--- config.mk ---
export PLATFORM = sky130hd
export DESIGN_NAME = sync_fifo_ctrl
export DESIGN_NICKNAME = d
export VERILOG_FILES = /design/src/rtl/fifo_pkg.sv /design/src/rtl/sync_fifo_mem.sv /design/src/rtl/sync_fifo_ctrl.sv
export SDC_FILE = /design/constraint.sdc
export NUM_CORES = 1
export LEC_CHECK = 0
export BUFFER_PORTS_ARGS = -buffer_cell sky130_fd_sc_hd__buf_2
export CORE_MARGIN = 8
export CORE_UTILIZATION = 55
export DETAILED_ROUTE_END_ITERATION = 6
export PLACE_DENSITY = 0.71
export SYNTH_ARGS = -nofsm -noshare
export SYNTH_HDL_FRONTEND = slang
export SYNTH_SLANG_ARGS = --single-unit
--- constraint.sdc ---
create_clock -name clk -period 3.34 [get_ports clk]
set_clock_uncertainty 0.2 [all_clocks]
set_input_delay 0.334 -clock clk [delete_from_list [all_inputs] [get_ports clk]]
set_output_delay 0.334 -clock clk [all_outputs]
set_load 0.01 [all_outputs]
--- src/rtl/fifo_pkg.sv ---
// Shared FIFO helpers: Gray/binary conversion and a wide occupancy carrier type
// used for threshold compares independent of the instance address width.
package fifo_pkg;

    localparam int CNT_MAX_W = 32;

    typedef logic [CNT_MAX_W-1:0] fifo_cnt_t;

    function automatic fifo_cnt_t bin2gray(input fifo_cnt_t b);
        return b ^ (b >> 1);
    endfunction

    function automatic fifo_cnt_t gray2bin(input fifo_cnt_t g);
        fifo_cnt_t b;
        b = g;
        for (int i = 1; i < CNT_MAX_W; i++) begin
            b = b ^ (g >> i);
        end
        return b;
    endfunction

endpackage

--- src/rtl/sync_fifo_mem.sv ---
// DEPTH x DATA_WIDTH storage: one synchronous write port, one asynchronous read port.
// Contents are deliberately not reset.
module sync_fifo_mem #(
    parameter int DATA_WIDTH = 8,
    parameter int ADDR_WIDTH = 4
) (
    input  logic                  clk,
    input  logic                  i_we,
    input  logic [ADDR_WIDTH-1:0] i_waddr,
    input  logic [DATA_WIDTH-1:0] i_wdata,
    input  logic [ADDR_WIDTH-1:0] i_raddr,
    output logic [DATA_WIDTH-1:0] o_rdata
);

    logic [DATA_WIDTH-1:0] r_mem [1 << ADDR_WIDTH];

    always_ff @(posedge clk) begin
        if (i_we) begin
            r_mem[i_waddr] <= i_wdata;
        end
    end

    assign o_rdata = r_mem[i_raddr];

endmodule

--- src/rtl/sync_fifo_ctrl.sv ---
// Single-clock FIFO: binary pointers with a wrap bit, registered flags derived from the
// next occupancy, sticky overflow/underflow and registered or fall-through read data.
module sync_fifo_ctrl
    import fifo_pkg::*;
#(
    parameter int DATA_WIDTH    = 8,
    parameter int ADDR_WIDTH    = 4,
    parameter int AFULL_THRESH  = (1 << ADDR_WIDTH) - 1,
    parameter int AEMPTY_THRESH = 1,
    parameter bit FWFT          = 1'b0
) (
    input  logic                  clk,
    input  logic                  rst,
    input  logic                  winc,
    input  logic [DATA_WIDTH-1:0] wdata,
    input  logic                  rinc,
    input  logic                  clr_err,
    output logic [DATA_WIDTH-1:0] rdata,
    output logic                  wfull,
    output logic                  rempty,
    output logic                  walmost_full,
    output logic                  ralmost_empty,
    output logic [ADDR_WIDTH:0]   count,
    output logic                  overflow,
    output logic                  underflow
);

    localparam int        DEPTH   = 1 << ADDR_WIDTH;
    localparam int        PW      = ADDR_WIDTH + 1;
    localparam fifo_cnt_t DEPTH_C = fifo_cnt_t'(DEPTH);
    localparam fifo_cnt_t AF_C    = fifo_cnt_t'(AFULL_THRESH);
    localparam fifo_cnt_t AE_C    = fifo_cnt_t'(AEMPTY_THRESH);

    if (AFULL_THRESH < 1 || AFULL_THRESH > DEPTH) begin : g_bad_afull
        $error("sync_fifo_ctrl: AFULL_THRESH must lie in 1..DEPTH");
    end
    if (AEMPTY_THRESH < 0 || AEMPTY_THRESH >= AFULL_THRESH) begin : g_bad_aempty
        $error("sync_fifo_ctrl: AEMPTY_THRESH must be >= 0 and < AFULL_THRESH");
    end

    logic [PW-1:0]         r_wbin, r_rbin, r_count;
    logic [PW-1:0]         w_wbin_next, w_rbin_next, w_cnt_next;
    fifo_cnt_t             w_cnt_wide;
    logic                  r_wfull, r_rempty, r_afull, r_aempty, r_ovf, r_udf;
    logic                  w_wr_ok, w_rd_ok;
    logic [DATA_WIDTH-1:0] r_rdata, w_mem_rdata;

    // Accept decisions use only the registered flags, never the incoming request.
    assign w_wr_ok     = winc & ~r_wfull;
    assign w_rd_ok     = rinc & ~r_rempty;
    assign w_wbin_next = r_wbin + PW'(w_wr_ok);
    assign w_rbin_next = r_rbin + PW'(w_rd_ok);
    assign w_cnt_next  = w_wbin_next - w_rbin_next;
    assign w_cnt_wide  = fifo_cnt_t'(w_cnt_next);

    sync_fifo_mem #(
        .DATA_WIDTH(DATA_WIDTH),
        .ADDR_WIDTH(ADDR_WIDTH)
    ) u_mem (
        .clk    (clk),
        .i_we   (w_wr_ok),
        .i_waddr(r_wbin[ADDR_WIDTH-1:0]),
        .i_wdata(wdata),
        .i_raddr(r_rbin[ADDR_WIDTH-1:0]),
        .o_rdata(w_mem_rdata)
    );

    always_ff @(posedge clk or posedge rst) begin
        if (rst) begin
            r_wbin   <= '0;
            r_rbin   <= '0;
            r_count  <= '0;
            r_rempty <= 1'b1;
            r_wfull  <= 1'b0;
            r_afull  <= 1'b0;
            r_aempty <= 1'b1;
            r_ovf    <= 1'b0;
            r_udf    <= 1'b0;
            r_rdata  <= '0;
        end else begin
            r_wbin   <= w_wbin_next;
            r_rbin   <= w_rbin_next;
            r_count  <= w_cnt_next;
            r_rempty <= (w_cnt_wide == '0);
            r_wfull  <= (w_cnt_wide == DEPTH_C);
            r_afull  <= (w_cnt_wide >= AF_C);
            r_aempty <= (w_cnt_wide <= AE_C);
            // Set has priority over clear when both land in the same cycle.
            r_ovf    <= (winc & r_wfull)  | (r_ovf & ~clr_err);
            r_udf    <= (rinc & r_rempty) | (r_udf & ~clr_err);
            if (w_rd_ok) begin
                r_rdata <= w_mem_rdata;
            end
        end
    end

    // In fall-through mode r_rdata keeps the last popped word for display while empty.
    if (FWFT) begin : g_fwft
        assign rdata = r_rempty ? r_rdata : w_mem_rdata;
    end else begin : g_reg
        assign rdata = r_rdata;
    end

    assign wfull         = r_wfull;
    assign rempty        = r_rempty;
    assign walmost_full  = r_afull;
    assign ralmost_empty = r_aempty;
    assign count         = r_count;
    assign overflow      = r_ovf;
    assign underflow     = r_udf;

endmodule

==> results of run 1 <==
[per-layer routing]
layer  up-vias  part of all wire, %  track usage [%]  wire length [µm]
met5         -                0.067                0                 8
met3        20                  5.1            5.229               610
met2        87                   51            28.77              6138
met4         2                  1.3            7.540               160
met1      1649                   42            21.48              5045
li1       1392                    -                -                 -
[state kept, by name, summed over array words and instances, names as in the netlist, 5 cells and up]
| register | cells |
|---|---|
| rdata | 8 |
| count | 5 |
| r_wbin | 5 |
| u_mem.r_mem | 128 |
| r_rbin | 5 |
[final cells by class]
type                            instances  area (µm²)  area share, %
Sequential cell                       157        4572          63.49
Multi-Input combinational cell        145        1531          21.27
Clock buffer                           17       425.4          5.908
Timing Repair Buffer                   53       330.3          4.587
Tap cell                              140       175.2          2.433
Clock inverter                         15       132.6          1.842
Inverter                                9       33.78         0.4692
[cell usage after synthesis (6+ instances only)]
master / n / area [µm²]
edfxtp_1: 128 / 3844
mux4_2: 34 / 765.7
dfrtp_1: 27 / 675.7
nor2_1: 15 / 56.30
nor3_1: 13 / 65.06
mux2i_1: 12 / 120.1
nand2_1: 11 / 41.29
o21ai_0: 10 / 50.05
inv_1: 9 / 33.78
buf_2: 7 / 35.03
ha_1: 7 / 87.58
xnor2_1: 7 / 61.31
a21oi_1: 6 / 30.03
nand3_1: 6 / 30.03
[cell usage in the layout (no fill, tap or decap), types with 2 or more instances in the layout]
cell type        n
a21oi_1          6
dlygate4sd3_1    4
dfrtp_1         27
edfxtp_1       128
mux4_2          34
clkinv_1         2
clkinv_4         2
nor3_1          13
mux2i_1         12
nand3b_1         2
clkbuf_16       17
clkinvlp_4       2
inv_1            9
dfstp_2          2
nand2_1         11
nand3_1          6
clkinv_2         2
nor2_1          15
xor2_1           4
nand2b_1         5
xnor2_1          7
ha_1             7
nor2b_1          3
inv_6            6
o21ai_0         10
buf_2           31
buf_4           18
[power by group through the flow]
stage | sequential [mW] | combinational [mW] | clock [mW]
6_report | 2.63 | 2.27 | 1.81
5_1_grt | 2.67 | 2.50 | 1.92
4_1_cts | 2.64 | 2.30 | 1.84
3_5_place_dp | 2.68 | 2.28 | 0
3_3_place_gp | 2.66 | 2.22 | 0
2_1_floorplan | 2.65 | 1.66 | 0
[cell families after synthesis]
kind of cell	count (synthesis)	share of synthesized area, %
flops	157	73.76
simple gates	58	4.602
mux	46	14.29
buf+inv	21	1.534
compound gates	20	1.938
xor+xnor	14	2.463
fa+ha+maj	7	1.413
[path summary, 6_finish.rpt]
kind	startpoint	endpoint	slack, ns	cells past startpoint
hold reg to reg	rdata[5]$_DFFE_PP0P_	rdata[5]$_DFFE_PP0P_	0.28	2
hold / removal	wdata[7]	u_mem.r_mem[9][7]$_DFFE_PP_	0.09	1
max in group asynchronous	rst	r_wbin[1]$_DFF_PP0_	1.93	4
min in group asynchronous	rst	rdata[3]$_DFFE_PP0P_	0.36	3
setup reg to reg	wfull$_DFF_PP0_	walmost_full$_DFF_PP0_	0.51	9
setup / recovery	wfull$_DFF_PP0_	walmost_full$_DFF_PP0_	0.51	9
==> results.md, run 1 <==
- Switching Share: 32.52%
- Std-Cell Rows: 38
- Bufs on Longest Clock Path: 2
- Synth unique cells: 31
- WP buf/inv: 0
- CP Cell Sequence: nor2b_1 -> ha_1 -> nand3_1 -> xnor2_1 -> ha_1 -> nand3_1 -> nand3b_2 -> xnor3_2 -> a41o_1
- Required @ worst endpoint: 3.45 ns
- Tot Pwr: 6.717 mW
- Clk sink count: 157
- Post-route ant nets: 0
- Initial antenna violation count: 1
- Maxcap violations: 0
- GRT Resource Usage Total: roughly 18%
- Async set-or-reset flop fraction in the synthesized netlist: 18.47%
- Syn nets: 343
- H-Tree Depth: 4
- IO Pins: 32
- PD cells: approximately 930 mW/mm²
- Setup Crit Path Kind: flip-flop to flip-flop
- Total wire length: 11.96 mm
- Crit-path max FO: 6
- Total grt overflow: 0
- Via count: 3,150
- Pre-CTS setup slack: 0.4446 ns
- Worst-Skew Late Latency: 0.42 ns
- Layout cell share with drive strength beyond 1: a little under a third
- Initial drt markers: between 300 and 400
- Power share of the clock group: between 20 and 30%
- Post-route DRC: 0
- Dpl cells: 500
- Largest net degree at the start of global routing: 33
- Hold Buf Count CTS: 4
- Ys flop type: edfxtp_1
- Post-route cell area: 0.007201 mm²
- Syn_area_per_cell: ~19 µm²
- Global-route wire length before repair: around 19 mm
- PostCTS Resize Cnt: 0
- Hold crit path type: input port to flip-flop
- Clock tree root buffer cell: clkbuf_16
- DR vias/cell: around 5.9
- Slew Limit Fails: 0
- Final Cycle Share: 84.59%
- Fin util: 65.85%
- Comb pwr share: 33.9%
- # diodes: 0
- Syn. warnings: 0
- Post-synthesis sequential area ratio: 73.76%
- Gate Count Post-Synth: 323
- Slew headroom: 39.87%
- Fillers: 726
- Final Hold Fails: 0
- Die ar.: between 0.01 and 0.015 mm²
- Gpl congestion: 0.8184
- Die width: ~120 µm
- Unrepaired setup endpoints after global routing: false
- Max Freq: 353.9 MHz
- Worst Setup End Kind: flip-flop
- CP max stage delay: 0.42 ns
- Cell family with most CP delay: simple AND/OR/NAND/NOR gates
- Syn Std Cell Area: 0.006198 mm²
- Peak supply drop: 0.6957 mV
- Run status: complete, no violations
- Worst Tran Pin Value: 0.8986 ns
- Initial core utilization: 56.68%
- CTS tree: built
- Core ar.: 0.01094 mm²
- Part of the power in registers: 39.2%
- Drt wl/cell: 22.32 µm
- Number of synthesized flops with an enable pin: 128
- Layout area overhead: 16.17%
- Cell internal pwr: approximately 4.5 mW
- # nets final: 403
- Length of the first detailed-routing pass in iterations: 4
- Yosys reg bits: 157
- Psw: 2.184 mW
- I/O Buffers: 31
- Post-Route Setup TNS: 0 ns
- Final hold slack: 0.09009 ns
- Final cell count without fillers: between 500 and 600
- Setup WS post-layout: 0.5146 ns
- DP HPWL: 7.622 mm
- # setup viols final: 0
- Leakage: 2.590 nW
- Worst setup SP type: flip-flop
- Num CTS Buffers: 17
- WP data arrival: 2.93 ns
- Vias in the first global route: 3,299
- Worst path slowest cell: xnor3_2
- Crit path time final: 2.825 ns
- Die height: 122.2 µm
- DP Area: 0.006603 mm²
- Post-CTS Setup Bufs: 0
- Clock transition at path regs: roughly 0.06 ns
Power figures use the tool's default switching activity.
==> run 2, diff against run 1 <==
--- a/config.mk
+++ b/config.mk
@@ -5,11 +5,12 @@
 export SDC_FILE = /design/constraint.sdc
 export NUM_CORES = 1
 export LEC_CHECK = 0
+export ABC_AREA = 1
 export BUFFER_PORTS_ARGS = -buffer_cell sky130_fd_sc_hd__buf_2
 export CORE_MARGIN = 8
 export CORE_UTILIZATION = 55
 export DETAILED_ROUTE_END_ITERATION = 6
-export PLACE_DENSITY = 0.71
+export PLACE_DENSITY = 0.73
 export SYNTH_ARGS = -nofsm -noshare
 export SYNTH_HDL_FRONTEND = slang
 export SYNTH_SLANG_ARGS = --single-unit
==> constraint.sdc (replaced) <==
create_clock -name clk -period 2.45 [get_ports clk]
set_clock_uncertainty 0.2 [all_clocks]
set_input_delay 0.245 -clock clk [delete_from_list [all_inputs] [get_ports clk]]
set_output_delay 0.245 -clock clk [all_outputs]
set_load 0.01 [all_outputs]
==> run 2 against run 1 <==
  * Final cell count rose by 57%
  * Power rose by 55%
  * Sequential power rose by 36%
  * Combinational power rose by 85%
  * Clock power rose by 45%
  * Critical path depth rose by 3
  * Utilization fell by 0.58 points
  * Largest cell class unchanged
  * Die area rose by 6.6%
  * Critical path type unchanged
  * Maximum frequency rose by 19%
==> results.md, run 2 <==
- Area leader, netlist: edfxtp_1 (unchanged)
- Number of flip-flops in the largest register: 128 (unchanged)
- Max Freq: 422.3 MHz (was 353.9 MHz)
- # setup viols final: 0 (unchanged)
- Ys flop type: edfxtp_1 (unchanged)
- Final Hold Fails: 0 (unchanged)
- Std-Cell Rows: 40 (was 38)
- Worst r2r dst: wfull$_DFF_PP0_ (was walmost_full$_DFF_PP0_)
- Worst Setup End Kind: flip-flop (unchanged)
- Post-synth top cells: nand2_1, edfxtp_1, nand3_1 (was edfxtp_1, mux4_2, dfrtp_1)
- Commonest non-fill, non-tap cell in the layout: nand2_1 (was edfxtp_1)
- Mux contribution to synthesized area: 0% (was 14.29%)
- Largest family of logic cells by synthesized area: simple AND/OR/NAND/NOR gates (was multiplexers)
- Syn nets: 641 (was 343)
- Min-Delay Path Depth: 1 (unchanged)
- Compound-Gate Fraction of Synth Area: 0.2252% (was 1.938%)
- Routing usage on met2: 30.54% (was 28.77%)
- Synth unique cells: 22 (was 31)
- GR Util met1: 26.13% (was 21.48%)
- Maxcap violations: 0 (unchanged)
- Syn Std Cell Area: 0.006668 mm² (was 0.006198 mm²)
- Post-Synth XOR/XNOR Area: 0.6568% (was 2.463%)
- Cell mode on critical path: nand2_1
- Syn. warnings: 0 (unchanged)
- Layout area overhead: 16.59% (was 16.17%)
- # nets final: 699 (was 403)
- Clk sink count: 157 (unchanged)
- # diodes: 0 (unchanged)
- CP Launch Point: wfull$_DFF_PP0_ (unchanged)
- CTS tree: built (unchanged)
- Fin util: 65.26% (was 65.85%)
- Cell family with most CP delay: simple AND/OR/NAND/NOR gates (unchanged)
- Leakage: 3.217 nW (was 2.590 nW)
- Largest net degree at the start of global routing: 65 (was 33)
- Initial antenna violation count: 0 (was 1)
- Core ar.: 0.01191 mm² (was 0.01094 mm²)
- Worst Tran Pin Value: 0.7644 ns (was 0.8986 ns)
- Initial drt markers: 479 (was 373)
- Number of synthesized flops with an enable pin: 128 (unchanged)
- Clock tree root buffer cell: clkbuf_16 (unchanged)
- WP data arrival: 2.51 ns (was 2.93 ns)
- Vias in the first global route: 4,491 (was 3,299)
- Top-count cell post-synth: nand2_1 (was edfxtp_1)
- Total grt overflow: 0 (unchanged)
- R2R setup slack: 0.08 ns (was 0.51 ns)
- DP HPWL: 9.662 mm (was 7.622 mm)
- Die height: 126.1 µm (was 122.2 µm)
- Slew headroom: 48.98% (was 39.87%)
- Required @ worst endpoint: 2.60 ns (was 3.45 ns)
- Adder-Cell Fraction of Synth Area: 1.314% (was 1.413%)
- Gate Count Post-Synth: 621 (was 323)
- Met3 usage: 3.840% (was 5.229%)
- Worst Setup EP: wfull$_DFF_PP0_ (was walmost_full$_DFF_PP0_)
- Worst-Skew Late Latency: 0.42 ns (about the same)
- Global-route wire length before repair: 23.77 mm (was 18.66 mm)
- Post-synthesis sequential area ratio: 68.57% (was 73.76%)
- Final Cycle Share: 96.65% (was 84.59%)
- Crit-path max FO: 5 (was 6)
- Drt wl/cell: 17.75 µm (was 22.32 µm)
- Die ar.: 0.01590 mm² (was 0.01492 mm²)
- Clock transition at path regs: 0.06 ns (about the same)
- Most frequent cells in the layout: nand2_1, edfxtp_1, nand3_1 (was edfxtp_1, mux4_2, buf_2)
- I/O Buffers: 31 (unchanged)
- CP max stage delay: 0.41 ns (was 0.42 ns)
- Reg-to-Reg Start: wfull$_DFF_PP0_ (unchanged)
- CP Cell Sequence: nor2_2 -> ha_1 -> nand3_1 -> xor2_1 -> ha_4 -> nand3_1 -> nand2_1 -> inv_2 -> nand2_2 -> nand2_1 -> nand2_1 -> nor2_1 (was nor2b_1 -> ha_1 -> nand3_1 -> xnor2_1 -> ha_1 -> nand3_1 -> nand3b_2 -> xnor3_2 -> a41o_1)
- WP buf/inv: 1 (was 0)
- Yosys reg bits: 157 (unchanged)
- Bufs on Longest Clock Path: 2 (unchanged)
- Largest reg by FF count: u_mem.r_mem (unchanged)
- Peak supply drop: 0.6946 mV (was 0.6957 mV)
- Async set-or-reset flop fraction in the synthesized netlist: 18.47% (unchanged)
- Simple-gate share of the synthesized area: 25.18% (was 4.602%)
- Post-Route Setup TNS: 0 ns (unchanged)
- GRT Resource Usage Total: 19.43% (was 17.59%)
- Worst path depth: 12 (was 9)
- Num CTS Buffers: 17 (unchanged)
- Worst setup SP type: flip-flop (unchanged)
- DR vias/cell: 5.499 (was 5.877)
- R2R cell count: 12 (was 9)
- Hold crit path type: input port to flip-flop (unchanged)
- Total wire length: 14.90 mm (was 11.96 mm)
- Syn_area_per_cell: 10.74 µm² (was 19.19 µm²)
- Post-route ant nets: 0 (unchanged)
- Gpl congestion: 0.8553 (was 0.8184)
- Run status: complete, no violations (unchanged)
- H-Tree Depth: 4 (unchanged)
- Layout cell share with drive strength beyond 1: 17.77% (was 30.56%)
- Unrepaired setup endpoints after global routing: true (was false)
- Length of the first detailed-routing pass in iterations: 5 (was 4)
- Worst path slowest cell: dfrtp_1 (was xnor3_2)
- Die width: 126.1 µm (was 122.2 µm)
- Slew Limit Fails: 0 (unchanged)
- Top-area cell type share of the netlist area: 57.65% (was 62.01%)
- PD cells: 1336 mW/mm² (was 932.9 mW/mm²)
- Setup Crit Path Kind: flip-flop to flip-flop (unchanged)
- Post-route DRC: 0 (unchanged)
- Initial core utilization: 55.98% (was 56.68%)
- Busiest layer in global routing: met2 (unchanged)
- Crit path time final: 2.368 ns (was 2.825 ns)
- Top post-synthesis cells by area: edfxtp_1, nand2_1, dfrtp_1 (was edfxtp_1, mux4_2, dfrtp_1)
- IO Pins: 32 (unchanged)
- Via count: 4,614 (was 3,150)
-- run 2: worst reg2reg max path: stages, from the launching register on --
cell,delay (ns)
dfrtp_1,0.41
nor2_2,0.21
ha_1,0.23
nand3_1,0.10
xor2_1,0.34
ha_4,0.28
nand3_1,0.09
nand2_1,0.06
inv_2,0.07
nand2_2,0.07
nand2_1,0.05
nand2_1,0.07
nor2_1,0.11
-- run 2: per-stage QoR --
stage               area (µm²)  cells  hold slack, ns  power, mW  setup slack (ns)
global placement          7073    801          0.2084      7.452            0.1573
detailed placement        7073    801          0.2154      7.605           0.07652
global route              7774    839         0.05544      11.01         0.0004075
floorplan                 6668    621          0.1216      6.469            0.1641
finish                    7774    839         0.04869      10.39           0.08205
CTS                       7714    837         0.04696      10.23           0.02564
-- run 2: final cells by class --
class                      count  area, µm²
multi-input combinational    407       1871
fill                         870       4138
inverter                      32      120.1
sequential                   157       4573
timing repair buffer          64      425.4
clock inverter                13      167.7
clock buffer                  19      432.9
tap                          147      183.9
-- run 2: worst min path at each step --
stage / startpoint / end / slack [ns]
CTS: wdata[4] / u_mem.r_mem[5][4]$_DFFE_PP_ / 0.05
global placement: rst / r_rbin[0]$_DFF_PP0_ / 0.21
finish: wdata[4] / u_mem.r_mem[11][4]$_DFFE_PP_ / 0.05
floorplan: rst / count[0]$_DFF_PP0_ / 0.12
global route: wdata[4] / u_mem.r_mem[11][4]$_DFFE_PP_ / 0.06
detailed placement: rst / r_rbin[0]$_DFF_PP0_ / 0.22
-- run 2: logic make-up after synthesis --
family | Yosys count
fa+ha+maj | 7
buf+inv | 57
compound gates | 3
xor+xnor | 5
flops | 157
simple gates | 392
-- run 2: metal layers --
layer	wire length, µm	vias up
met5	0	-
met4	308	0
met3	1044	23
met2	7068	204
met1	6475	2186
li1	-	2201
-- run 2: report_power, final --
group	switching [mW]	internal, mW
sequential	0.220	3.34
combinational	2.84	1.36
clock	1.02	1.60
-- run 2: repair_timing --
action | 4_1_cts | 5_1_grt
hold buffers | 4 | 0
buffers inserted | 0 | 2
resized for setup | 0 | 9
setup endpoints to repair | 0 | 5
hold endpoints to repair | 19 | 0
==> run 3, diff against run 2 <==
--- a/config.mk
+++ b/config.mk
@@ -5,12 +5,13 @@
 export SDC_FILE = /design/constraint.sdc
 export NUM_CORES = 1
 export LEC_CHECK = 0
-export ABC_AREA = 1
 export BUFFER_PORTS_ARGS = -buffer_cell sky130_fd_sc_hd__buf_2
 export CORE_MARGIN = 8
-export CORE_UTILIZATION = 55
+export CORE_UTILIZATION = 54
 export DETAILED_ROUTE_END_ITERATION = 6
-export PLACE_DENSITY = 0.73
+export PLACE_DENSITY = 0.72
+export RECOVER_POWER = 25
+export SKIP_LAST_GASP = 1
 export SYNTH_ARGS = -nofsm -noshare
 export SYNTH_HDL_FRONTEND = slang
 export SYNTH_SLANG_ARGS = --single-unit
==> run 3 against run 2 <==
  * Non-clock buffer count grew 13
  * First-iteration DRC count shrank 42%
  * Worst setup slack worse by 0.081 ns
  * Sequential share of layout area increased by 1.1 points
  * Final cell count fell by 33%
  * Utilization is 2.1 points higher
  * Global-route usage is 1.8 points lower
  * Clock-buffer cell count is 3 higher
  * Worst hold slack better by 0.063 ns
  * Register-to-register slack got worse by 0.08 ns
  * Clock power down 6%
  * Critical path type unchanged
  * Highest routed layer unchanged
==> results.md, run 3 (synthesis results as in run 1) <==
- Std-Cell Rows: 39 (was 40)
- CP max stage delay: 0.40 ns (was 0.41 ns)
- CP Cell Sequence: nor2b_4 -> ha_4 -> nand3_4 -> xnor2_4 -> ha_4 -> o221ai_4 -> nand3b_4 -> xnor3_2 -> a41o_1 (was nor2_2 -> ha_1 -> nand3_1 -> xor2_1 -> ha_4 -> nand3_1 -> nand2_1 -> inv_2 -> nand2_2 -> nand2_1 -> nand2_1 -> nor2_1)
- Worst-Skew Late Latency: 0.43 ns (was 0.42 ns)
- Clk sink count: 157 (unchanged)
- Max Freq: 408.4 MHz (was 422.3 MHz)
- Slew Limit Fails: 0 (unchanged)
- Crit-path max FO: 5 (unchanged)
- # nets final: 427 (was 699)
- # setup viols final: 0 (unchanged)
- Via count: 3,185 (was 4,614)
- Length of the first detailed-routing pass in iterations: 4 (was 5)
- Multi-input gate area: 0.001735 mm² (was 0.001871 mm²)
- Total grt overflow: 0 (unchanged)
- Global-route wire length before repair: 18.86 mm (was 23.77 mm)
- Core ar.: 0.01132 mm² (was 0.01191 mm²)
- Commonest non-fill, non-tap cell in the layout: edfxtp_1 (was nand2_1)
- DR vias/cell: 5.657 (was 5.499)
- Maxcap violations: 0 (unchanged)
- Setup Crit Path Kind: flip-flop to flip-flop (unchanged)
- WP data arrival: 2.56 ns (was 2.51 ns)
- Cell mode on critical path: ha_4 (was nand2_1)
- Initial drt markers: 280 (was 479)
- DP HPWL: 7.833 mm (was 9.662 mm)
- Pre-CTS setup slack: -0.04775 ns (was 0.07652 ns)
- R2R cell count: 9 (was 12)
- Crit path time final: 2.449 ns (was 2.368 ns)
- Post-Route Setup TNS: 0 ns (unchanged)
- PD cells: 1285 mW/mm² (was 1336 mW/mm²)
- Largest net degree at the start of global routing: 33 (was 65)
- Post-route ant nets: 0 (unchanged)
- R2R setup slack: 0.001 ns (was 0.08 ns)
- Part of the power in registers: 37.0% (was 34.3%)
- GRT Resource Usage Total: 17.60% (was 19.43%)
- Final Hold Fails: 0 (unchanged)
- Layout cell share with drive strength beyond 1: 35.95% (was 17.77%)
- Drt wl/cell: 21.84 µm (was 17.75 µm)
- Die height: 123.1 µm (was 126.1 µm)
- Unrepaired setup endpoints after global routing: true (unchanged)
- Comb pwr share: 37.7% (was 40.4%)
- Power share of the clock group: 25.4% (was 25.3%)
- Post-route DRC: 0 (unchanged)
- Met3 usage: 5.845% (was 3.840%)
- Routing usage on met2: 29.13% (was 30.54%)
- Psw: 3.130 mW (was 4.078 mW)
- Num CTS Buffers: 17 (unchanged)
- Vias in the first global route: 3,315 (was 4,491)
- CTS tree: built (unchanged)
- Die ar.: 0.01516 mm² (was 0.01590 mm²)
- Largest reg by FF count: u_mem.r_mem (unchanged)
- Clock transition at path regs: 0.06 ns (about the same)
- Required @ worst endpoint: 2.56 ns (was 2.60 ns)
- Min-Delay Path Depth: 3 (was 1)
- Fillers: 716 (was 870)
- Hold crit path type: input port to flip-flop (unchanged)
- Run status: complete, no violations (unchanged)
- Clock tree root buffer cell: clkbuf_16 (unchanged)
- Most frequent cells in the layout: edfxtp_1, buf_4, mux4_2 (was nand2_1, edfxtp_1, nand3_1)
- Worst Setup End Kind: flip-flop (unchanged)
- Die width: 123.1 µm (was 126.1 µm)
- Number of flip-flops in the largest register: 128 (unchanged)
- Peak supply drop: 0.9915 mV (was 0.6946 mV)
- Final hold slack: 0.1114 ns (was 0.04869 ns)
- # diodes: 0 (unchanged)
- Register cell area after layout: 0.004572 mm² (was 0.004573 mm²)
- Worst path slowest cell: dfrtp_1 (unchanged)
- Worst r2r dst: walmost_full$_DFF_PP0_ (was wfull$_DFF_PP0_)
- H-Tree Depth: 4 (unchanged)
- Slew headroom: 50.72% (was 48.98%)
- Switching Share: 31.95% (was 39.26%)
- Busiest layer in global routing: met2 (unchanged)
- DP Area: 0.006771 mm² (was 0.007073 mm²)
- Layout area overhead: 23.01% (was 16.59%)
- Cell internal pwr: 6.665 mW (was 6.308 mW)
- Gpl congestion: 0.8544 (was 0.8553)
- IO Pins: 32 (unchanged)
- Hold Crit Start: winc (was wdata[4])
- I/O Buffers: 31 (unchanged)
- Worst Tran Pin Value: 0.7392 ns (was 0.7644 ns)
- Final Cycle Share: 99.95% (was 96.65%)
- GR Util met1: 21.52% (was 26.13%)
- Initial core utilization: 54.75% (was 55.98%)
- Setup WS post-layout: 0.001310 ns (was 0.08205 ns)
- Worst setup SP type: flip-flop (unchanged)
- Bufs on Longest Clock Path: 2 (unchanged)
- Initial antenna violation count: 0 (unchanged)
- Leakage: 2.744 nW (was 3.217 nW)
- Hold endpoint: r_wbin[0]$_DFF_PP0_ (was u_mem.r_mem[11][4]$_DFFE_PP_)
- Tot Pwr: 9.795 mW (was 10.39 mW)
- Total wire length: 12.30 mm (was 14.90 mm)
- Reg-to-Reg Start: wfull$_DFF_PP0_ (unchanged)
- Post-route cell area: 0.007625 mm² (was 0.007774 mm²)
==> run 3: stage by stage <==
stage,std cells,utilization [%]
after floorplan,323,-
after global placement,518,59.81
after global routing,563,67.35
final,563,67.35
after CTS,561,65.80
after detailed placement,518,59.81
==> run 3: final cells by class <==
cell class / instances / share of cell area, %
Timing Repair Buffer: 77 / 7.138
Inverter: 9 / 0.4759
Multi-Input combinational cell: 145 / 22.76
Clock buffer: 22 / 5.825
Clock inverter: 10 / 1.493
Sequential cell: 157 / 59.96
Tap cell: 143 / 2.347
==> run 3: repair_timing <==
item,4_1_cts,5_1_grt
setup endpoints to repair,3,4
hold endpoints to repair,42,5
cloned,0,0
buffers inserted,3,1
hold buffers,8,1
pin swaps,7,9
resized for setup,4,23
==> run 3: power groups by stage <==
stage	registers, mW	logic (mW)	clock network, mW
finish	3.62	3.69	2.48
global route	3.66	3.98	2.63
CTS	3.58	3.40	2.52
detailed placement	3.62	3.32	0
global placement	3.60	3.25	0
floorplan	3.62	2.35	0
==> run 3: worst max-delay path: cells and delay by family (launching register included) <==
| family | cells | cell delay, ns |
|---|---|---|
| simple gates | 3 | 0.39 |
| compound gates | 2 | 0.33 |
| xor+xnor | 2 | 0.47 |
| flops | 1 | 0.40 |
| fa+ha+maj | 2 | 0.52 |
==> run 3: worst max-delay path by stage <==
stage	start	end	slack [ns]	depth (start not counted)
after detailed placement	wfull$_DFF_PP0_	walmost_full$_DFF_PP0_	-0.05	9
after global routing	rempty$_DFF_PP1_	walmost_full$_DFF_PP0_	-0.08	10
after global placement	wfull$_DFF_PP0_	walmost_full$_DFF_PP0_	0.03	9
after CTS	rempty$_DFF_PP1_	walmost_full$_DFF_PP0_	-0.01	9
final	wfull$_DFF_PP0_	walmost_full$_DFF_PP0_	0.001	9
after floorplan	r_rbin[0]$_DFF_PP0_	walmost_full$_DFF_PP0_	0.002	11
==> run 3: metal layers <==
metal	vias up	share of wire [%]
met3	18	5.7
met5	-	0
met2	91	52
li1	1442	-
met4	0	1.6
met1	1634	41
